==> config.mk <==
export PLATFORM = sky130hd
export DESIGN_NAME = tk1_exec_mon
export DESIGN_NICKNAME = d
export VERILOG_FILES = /design/src/rtl/tk1_exec_mon_pkg.sv /design/src/rtl/tk1_exec_mon_region.sv /design/src/rtl/tk1_exec_mon.sv
export SDC_FILE = /design/constraint.sdc
export NUM_CORES = 1
export LEC_CHECK = 0
export CAP_MARGIN = 20
export CORE_UTILIZATION = 49
export CTS_CLUSTER_SIZE = 20
export DETAILED_ROUTE_END_ITERATION = 10
export PLACE_DENSITY = 0.77
export SETUP_SLACK_MARGIN = 0.05
export SLEW_MARGIN = 25
export SYNTH_ARGS = -nofsm -noshare
export SYNTH_HDL_FRONTEND = slang
export SYNTH_SLANG_ARGS = --single-unit
==> constraint.sdc <==
create_clock -name clk -period 7.9 [get_ports clk]
set_input_delay 1.58 -clock clk [delete_from_list [all_inputs] [get_ports clk]]
set_output_delay 1.58 -clock clk [all_outputs]
set_load 0.05 [all_outputs]
==> src/rtl/tk1_exec_mon_pkg.sv <==
// Shared definitions for the tk1 execution monitor: register map, CFG bit
// positions, trap cause codes and FSM encoding.
package tk1_exec_mon_pkg;
  localparam logic [7:0] ADDR_CTRL   = 8'h00;
  localparam logic [7:0] ADDR_STATUS = 8'h01;
  localparam logic [7:0] ADDR_VIOL   = 8'h02;
  localparam logic [7:0] ADDR_HCNT   = 8'h03;
  localparam logic [7:0] ADDR_HIST   = 8'h04;
  localparam logic [7:0] ADDR_REGION = 8'h10;

  localparam int CFG_EN   = 0;
  localparam int CFG_X    = 1;
  localparam int CFG_R    = 2;
  localparam int CFG_W    = 3;
  localparam int CFG_LOCK = 31;

  localparam logic [1:0] CAUSE_EXEC  = 2'b01;
  localparam logic [1:0] CAUSE_READ  = 2'b10;
  localparam logic [1:0] CAUSE_WRITE = 2'b11;

  typedef enum logic {IDLE = 1'b0, TRAPPED = 1'b1} state_t;

  function automatic logic [1:0] cause_of(input logic instr, input logic we);
    if (instr)   return CAUSE_EXEC;
    else if (we) return CAUSE_WRITE;
    else         return CAUSE_READ;
  endfunction
endpackage

==> src/rtl/tk1_exec_mon_region.sv <==
// One monitored window: FIRST/LAST/CFG registers frozen by the lock bit,
// plus combinational match and per-access-type permission outputs.
module tk1_exec_mon_region #(
  parameter int ADDR_WIDTH = 32
) (
  input  logic                  clk,
  input  logic                  reset,
  input  logic                  wr_first,
  input  logic                  wr_last,
  input  logic                  wr_cfg,
  input  logic [31:0]           wdata,
  input  logic [ADDR_WIDTH-1:0] addr,
  output logic [ADDR_WIDTH-1:0] first,
  output logic [ADDR_WIDTH-1:0] last,
  output logic [31:0]           cfg,
  output logic                  match,
  output logic                  allow_x,
  output logic                  allow_r,
  output logic                  allow_w
);
  import tk1_exec_mon_pkg::*;

  logic [3:0] perm;
  logic       lock;

  always_ff @(posedge clk) begin
    if (reset) begin
      first <= '0;
      last  <= '0;
      perm  <= '0;
      lock  <= 1'b0;
    end else if (!lock) begin
      if (wr_first) first <= wdata[ADDR_WIDTH-1:0];
      if (wr_last)  last  <= wdata[ADDR_WIDTH-1:0];
      // The locking write still lands its permission bits.
      if (wr_cfg) begin
        perm <= wdata[3:0];
        lock <= wdata[CFG_LOCK];
      end
    end
  end

  assign cfg     = {lock, 27'b0, perm};
  assign match   = perm[CFG_EN] && (first <= addr) && (addr <= last);
  assign allow_x = perm[CFG_X];
  assign allow_r = perm[CFG_R];
  assign allow_w = perm[CFG_W];
endmodule

==> src/rtl/tk1_exec_mon.sv <==
// Multi-region CPU execution monitor with sticky trap and register API.
// Optional violation history enabled by defining TK1_EXEC_MON_HIST_EN.
module tk1_exec_mon #(
  parameter int NUM_REGIONS  = 4,
  parameter int ADDR_WIDTH   = 32,
  parameter bit DEFAULT_DENY = 1'b0,
  parameter int CNT_WIDTH    = 16
) (
  input  logic                  clk,
  input  logic                  reset,
  input  logic                  cpu_valid,
  input  logic                  cpu_instr,
  input  logic                  cpu_we,
  input  logic [ADDR_WIDTH-1:0] cpu_addr,
  output logic                  force_trap,
  input  logic                  cs,
  input  logic                  we,
  input  logic [7:0]            address,
  input  logic [31:0]           write_data,
  output logic [31:0]           read_data,
  output logic                  ready
);
  import tk1_exec_mon_pkg::*;

  logic [NUM_REGIONS-1:0][ADDR_WIDTH-1:0] r_first, r_last;
  logic [NUM_REGIONS-1:0][31:0]           r_cfg;
  logic [NUM_REGIONS-1:0]                 r_match, r_x, r_r, r_w;

  state_t                state;
  logic                  mon_en;
  logic [CNT_WIDTH-1:0]  cnt;
  logic [1:0]            cause;
  logic [ADDR_WIDTH-1:0] viol_addr;
  logic                  allow, viol;
  logic [31:0]           rmux;

  logic [7:0] roff;
  logic [3:0] ridx;
  logic       in_rgn;
  logic       reg_wr;

  assign roff   = address - ADDR_REGION;
  assign ridx   = roff[5:2];
  assign in_rgn = (address >= ADDR_REGION) && (roff[7:2] < 6'(NUM_REGIONS));
  assign reg_wr = cs & we;

  for (genvar g = 0; g < NUM_REGIONS; g++) begin : g_rgn
    logic sel;
    assign sel = reg_wr & in_rgn & (ridx == 4'(g));
    tk1_exec_mon_region #(.ADDR_WIDTH(ADDR_WIDTH)) u_rgn (
      .clk      (clk),
      .reset    (reset),
      .wr_first (sel & (roff[1:0] == 2'd0)),
      .wr_last  (sel & (roff[1:0] == 2'd1)),
      .wr_cfg   (sel & (roff[1:0] == 2'd2)),
      .wdata    (write_data),
      .addr     (cpu_addr),
      .first    (r_first[g]),
      .last     (r_last[g]),
      .cfg      (r_cfg[g]),
      .match    (r_match[g]),
      .allow_x  (r_x[g]),
      .allow_r  (r_r[g]),
      .allow_w  (r_w[g])
    );
  end

  // Walk from the top so the lowest-index match overrides the rest.
  always_comb begin
    allow = ~DEFAULT_DENY;
    for (int i = NUM_REGIONS - 1; i >= 0; i--)
      if (r_match[i]) allow = cpu_instr ? r_x[i] : (cpu_we ? r_w[i] : r_r[i]);
  end

  assign viol = cpu_valid & mon_en & ~allow;

`ifdef TK1_EXEC_MON_HIST_EN
  logic [3:0][ADDR_WIDTH-1:0] hist;
  logic [2:0]                 hcnt;

  always_ff @(posedge clk) begin
    if (reset) begin
      hist <= '0;
      hcnt <= '0;
    end else if (viol) begin
      hist <= {hist[2:0], cpu_addr};
      if (hcnt != 3'd4) hcnt <= hcnt + 3'd1;
    end
  end
`endif

  always_comb begin
    rmux = '0;
    case (address)
      ADDR_CTRL:   rmux[0] = mon_en;
      ADDR_STATUS: rmux = {16'(cnt), 12'b0, cause, 1'b0, state == TRAPPED};
      ADDR_VIOL:   rmux = 32'(viol_addr);
`ifdef TK1_EXEC_MON_HIST_EN
      ADDR_HCNT:   rmux = 32'(hcnt);
      8'h04:       rmux = 32'(hist[0]);
      8'h05:       rmux = 32'(hist[1]);
      8'h06:       rmux = 32'(hist[2]);
      8'h07:       rmux = 32'(hist[3]);
`endif
      default: begin
        for (int i = 0; i < NUM_REGIONS; i++)
          if (in_rgn && ridx == 4'(i))
            case (roff[1:0])
              2'd0:    rmux = 32'(r_first[i]);
              2'd1:    rmux = 32'(r_last[i]);
              2'd2:    rmux = r_cfg[i];
              default: rmux = '0;
            endcase
      end
    endcase
  end

  always_ff @(posedge clk) begin
    if (reset) begin
      state      <= IDLE;
      mon_en     <= 1'b0;
      force_trap <= 1'b0;
      cnt        <= '0;
      cause      <= '0;
      viol_addr  <= '0;
      ready      <= 1'b0;
      read_data  <= '0;
    end else begin
      ready     <= cs;
      read_data <= (cs & ~we) ? rmux : 32'b0;
      if (reg_wr && address == ADDR_CTRL && write_data[0]) mon_en <= 1'b1;
      if (viol) begin
        if (cnt != '1) cnt <= cnt + 1'b1;
        case (state)
          IDLE: begin
            state      <= TRAPPED;
            force_trap <= 1'b1;
            viol_addr  <= cpu_addr;
            cause      <= cause_of(cpu_instr, cpu_we);
          end
          default: force_trap <= 1'b1;
        endcase
      end
    end
  end
endmodule

==> metrics.md <==
| Metric | Value |
|---|---|
| Dpl ws | `roughly 1.3 ns` |
| Post-synth EDFFs | `0` |
| First-pass GRT wire length | `between 100 and 150 mm` |
| Filler Cells Inserted | `approximately 4,000` |
| Clock root buffer | `clkbuf_16` |
| Sequential Area | `roughly 0.0072 sq mm` |
| Port Buf Inserts | `between 100 and 150` |
| CP max FO | `19` |
| Reg2reg start | `g_rgn[2].u_rgn.last[13]` |
| YS warnings | `0` |
| Core area | `0.0442 sq mm` |
| Residual DRC | `0` |
| Clock slew at reported path FFs | `around 0.060 ns` |
| Antenna Cells | `0` |
| Total Routed Length | `roughly 87 mm` |
| Avg Cell Area, Syn | `between 7 and 8 sq um` |
| Num CTS Buffers | `between 40 and 50` |
| Final Wtd Congestion | `1.01` |
| Syn Inst Count | `2,831` |
| Cell taking the most area after synthesis | `dfxtp_1` |
| DP HPWL | `61.0 mm` |
| Max-cap violation count | `0` |
| Share of layout cells above drive strength 1 | `5.17%` |
| Critical path, cell by cell | `clkdlybuf4s50_1, ha_1, nand4_1, nor4_2, a21boi_1, nor4_1, o221ai_2, mux2i_2, o211ai_2, nor2_4, buf_4, mux2i_1` |
| Register-to-register setup slack | `roughly 2.9 ns` |
| Chip Height | `214 um` |
| Max Slew Vio Count | `0` |
| Hold buffer count at CTS | `0` |
| Hold depth | `2` |
| Final hold violations | `0` |
| Sequential fraction of the synthesis area | `approximately 33%` |
| WP data required | `between 8 and 9 ns` |
| Hold Crit Endpoint | `g_rgn[1].u_rgn.last[31]` |
| Vias in the first global route | `between 20,000 and 25,000` |
| Max incr delay on CP | `roughly 0.86 ns` |
| Clock Sinks | `approximately 360` |
| Crit path max-delay cell type | `nor4_2` |
| Nets | `between 3,000 and 4,000` |
| Worst-margin pin slew | `between 1 and 1.5 ns` |
| Power density over cell area | `approximately 170 mW/mm^2` |
| Postcts setup bufs | `0` |
| Iter 0 DRT Violations | `2,913` |
| Clk_lat worst skew | `roughly 0.6 ns` |
| Arrival @ worst endpoint | `around 6.7 ns` |
| Crit Path Class | `in -> reg` |
| Die width | `between 200 and 250 um` |
| Largest net degree at the start of global routing | `~240` |
| Highest clock rate | `about 160 MHz` |
| Setup TNS | `0 ns` |
| Congestion Overflow GR | `0` |
| H-tree Lvls | `2` |
| Initial Util | `between 40% and 50%` |
| Total GRT Usage | `37.9%` |
| Status | `finished, final reports clean` |
| CTS max path bufs | `3` |
| Area of the die | `roughly 0.046 sq mm` |
| Via density per instance | `between 6 and 7` |
| Layout area overhead | `12.8%` |
| Number of routed nets with antenna violations | `0` |
| Drt pass-1 iters | `8` |
| Initial antenna violation count | `2` |
| Routed len/inst | `25.1 um` |
| Crit path buf inv count | `2` |
| Final min period | `around 6.2 ns` |
| Reg2reg end | `viol_addr[27]` |
| Synth Register Bits | `361` |
| Slew margin rel. | `between 20% and 30%` |
| Vias post-DR | `22,000` |
| CP delay by family, top | `simple AND/OR/NAND/NOR gates` |
| Setup crit end kind | `flop` |
| CP startpoint kind | `primary input` |
| Most used DFF post-synth | `dfxtp_1` |
| CTS tree | `built` |
| Row count | `between 70 and 80` |
| Reg2reg path depth | `12` |
| Ports | `between 100 and 150` |
| Leakage | `about 9.0 nW` |
| Post-cts sizing count | `0` |
| Synth cell types | `between 70 and 80` |
| Cell Area, Synth | `0.0220 sq mm` |
| Worst Skew | `~0.021 ns` |
| Ys async rst share | `0%` |
| Period utilisation layout | `78.0%` |
| Hold_sp | `g_rgn[1].u_rgn.last[31]` |
| RSZ-0062 raised after global routing | `false` |
| PnR worst setup slack | `1.73 ns` |
| Synth top area share | `between 30% and 40%` |
| Net Count, Synth | `3,167` |
| Synth top area cells | `dfxtp_1, ha_1, nand2_1` |
| Setup-failing EPs final | `0` |
| Multi-input gate area | `roughly 0.013 sq mm` |
| Worst min path class | `reg -> reg` |
| Worst VDD drop | `between 0.1 and 0.15 mV` |
==> logic make-up after synthesis <==
| kind of cell | count (synthesis) | share of synthesized area (%) |
|---|---|---|
| AND/OR/NAND/NOR | 994 | 20.3 |
| buffers and inverters | 364 | 6.56 |
| multiplexers | 106 | 4.95 |
| flip-flops | 361 | 32.9 |
| AO/OA/AOI/OAI | 748 | 20.6 |
| XOR/XNOR | 1 | 0.0399 |
| adder cells (fa/ha/maj) | 257 | 14.6 |
==> report_power, final <==
group	total, mW	switching (mW)	leakage (nW)	internal [mW]
combinational	0.384	0.257	5.39	0.127
clock	1.98	0.833	0.664	1.14
sequential	1.82	0.000792	2.91	1.82
==> worst max path at each step <==
stage                       startpoint  slack (ns)             to  cells after the start
final                     cpu_addr[13]        1.73  viol_addr[27]                     12
after global routing      cpu_addr[13]        1.67  viol_addr[27]                     12
after CTS                 cpu_addr[13]        1.89  viol_addr[27]                     12
after detailed placement  cpu_addr[13]        1.30  viol_addr[27]                     12
after global placement    cpu_addr[13]        1.40  viol_addr[28]                     12
after floorplan            cpu_addr[1]        3.70        cnt[13]                     13
==> cell usage in the layout (no fill, tap or decap), types with 5 or more instances in the layout <==
| master | instances |
|---|---|
| a31oi_1 | 6 |
| a211oi_1 | 12 |
| mux2_1 | 8 |
| nand2_1 | 599 |
| nand4_1 | 62 |
| nor4_1 | 15 |
| inv_1 | 178 |
| o21a_1 | 6 |
| buf_4 | 30 |
| a221oi_1 | 14 |
| mux2i_1 | 91 |
| nor2_2 | 7 |
| nand2b_1 | 71 |
| clkbuf_1 | 9 |
| clkdlybuf4s50_1 | 109 |
| nor3_1 | 23 |
| and3_1 | 5 |
| nor2b_1 | 24 |
| a21oi_1 | 402 |
| dfxtp_1 | 361 |
| o211ai_1 | 9 |
| clkbuf_16 | 43 |
| nand3_1 | 48 |
| clkinv_2 | 8 |
| nor2_1 | 96 |
| a211o_1 | 5 |
| o21ai_0 | 63 |
| ha_1 | 257 |
| mux2_2 | 5 |
| and4_1 | 7 |
| clkbuf_8 | 5 |
| o22ai_1 | 59 |
| a21o_1 | 31 |
| o311a_1 | 10 |
| a22oi_1 | 65 |
| o2111ai_1 | 6 |
| o221ai_1 | 9 |
==> sequential cells by signal, indices dropped and copies added, names as in the netlist <==
register,count
g_rgn.u_rgn.lock,4
g_rgn.u_rgn.first,128
state,1
cause,2
g_rgn.u_rgn.perm,16
cnt,16
read_data,32
ready,1
viol_addr,32
mon_en,1
g_rgn.u_rgn.last,128
==> metrics by stage <==
stage	cells	total power [mW]	area, sq um	hold slack (ns)	util (%)
4_1_cts	3452	4.16	24700	0.456	55.9
3_5_place_dp	3379	2.23	23400	0.447	52.8
3_3_place_gp	3379	2.22	23400	0.440	52.8
2_1_floorplan	2831	2.08	22000	0.432	-
6_report	3453	4.18	24800	0.454	56.0
5_1_grt	3453	4.28	24800	0.478	56.0
==> worst register-to-register path, delay by kind of cell, from the launching register on <==
kind	cells	cell delay (ns)
mux	2	0.61
flops	1	0.40
fa+ha+maj	1	0.30
simple gates	4	2.14
compound gates	3	0.96
buf+inv	2	0.53
==> synthesized netlist by cell type (26+ instances only) <==
| master | instances |
|---|---|
| inv_1 | 178 |
| nor2_1 | 105 |
| a21o_1 | 31 |
| clkbuf_1 | 143 |
| nand2_1 | 603 |
| a21oi_1 | 403 |
| nand2b_1 | 71 |
| o22ai_1 | 59 |
| nor3_1 | 26 |
| nand4_1 | 62 |
| o21ai_0 | 63 |
| nand3_1 | 51 |
| ha_1 | 257 |
| mux2i_1 | 91 |
| a22oi_1 | 65 |
| clkbuf_2 | 27 |
| dfxtp_1 | 361 |
==> metal layers <==
metal | vias up | global-route usage (%) | share of wire [%]
met1 | 10300 | 50.1 | 41
li1 | 9911 | - | -
met5 | - | 0 | 0.010
met3 | 350 | 8.71 | 11
met4 | 2 | 22.1 | 6.1
met2 | 1436 | 56.5 | 42
==> layout make-up <==
class                           count  share of cell area, %
Clock inverter                     16                  0.692
Clock buffer                       57                   4.76
Multi-Input combinational cell   2106                   54.1
Tap cell                          592                   2.99
Sequential cell                   361                   29.2
Inverter                          178                   2.70
Timing Repair Buffer              143                   5.59
(Power assumes the default switching activity.)
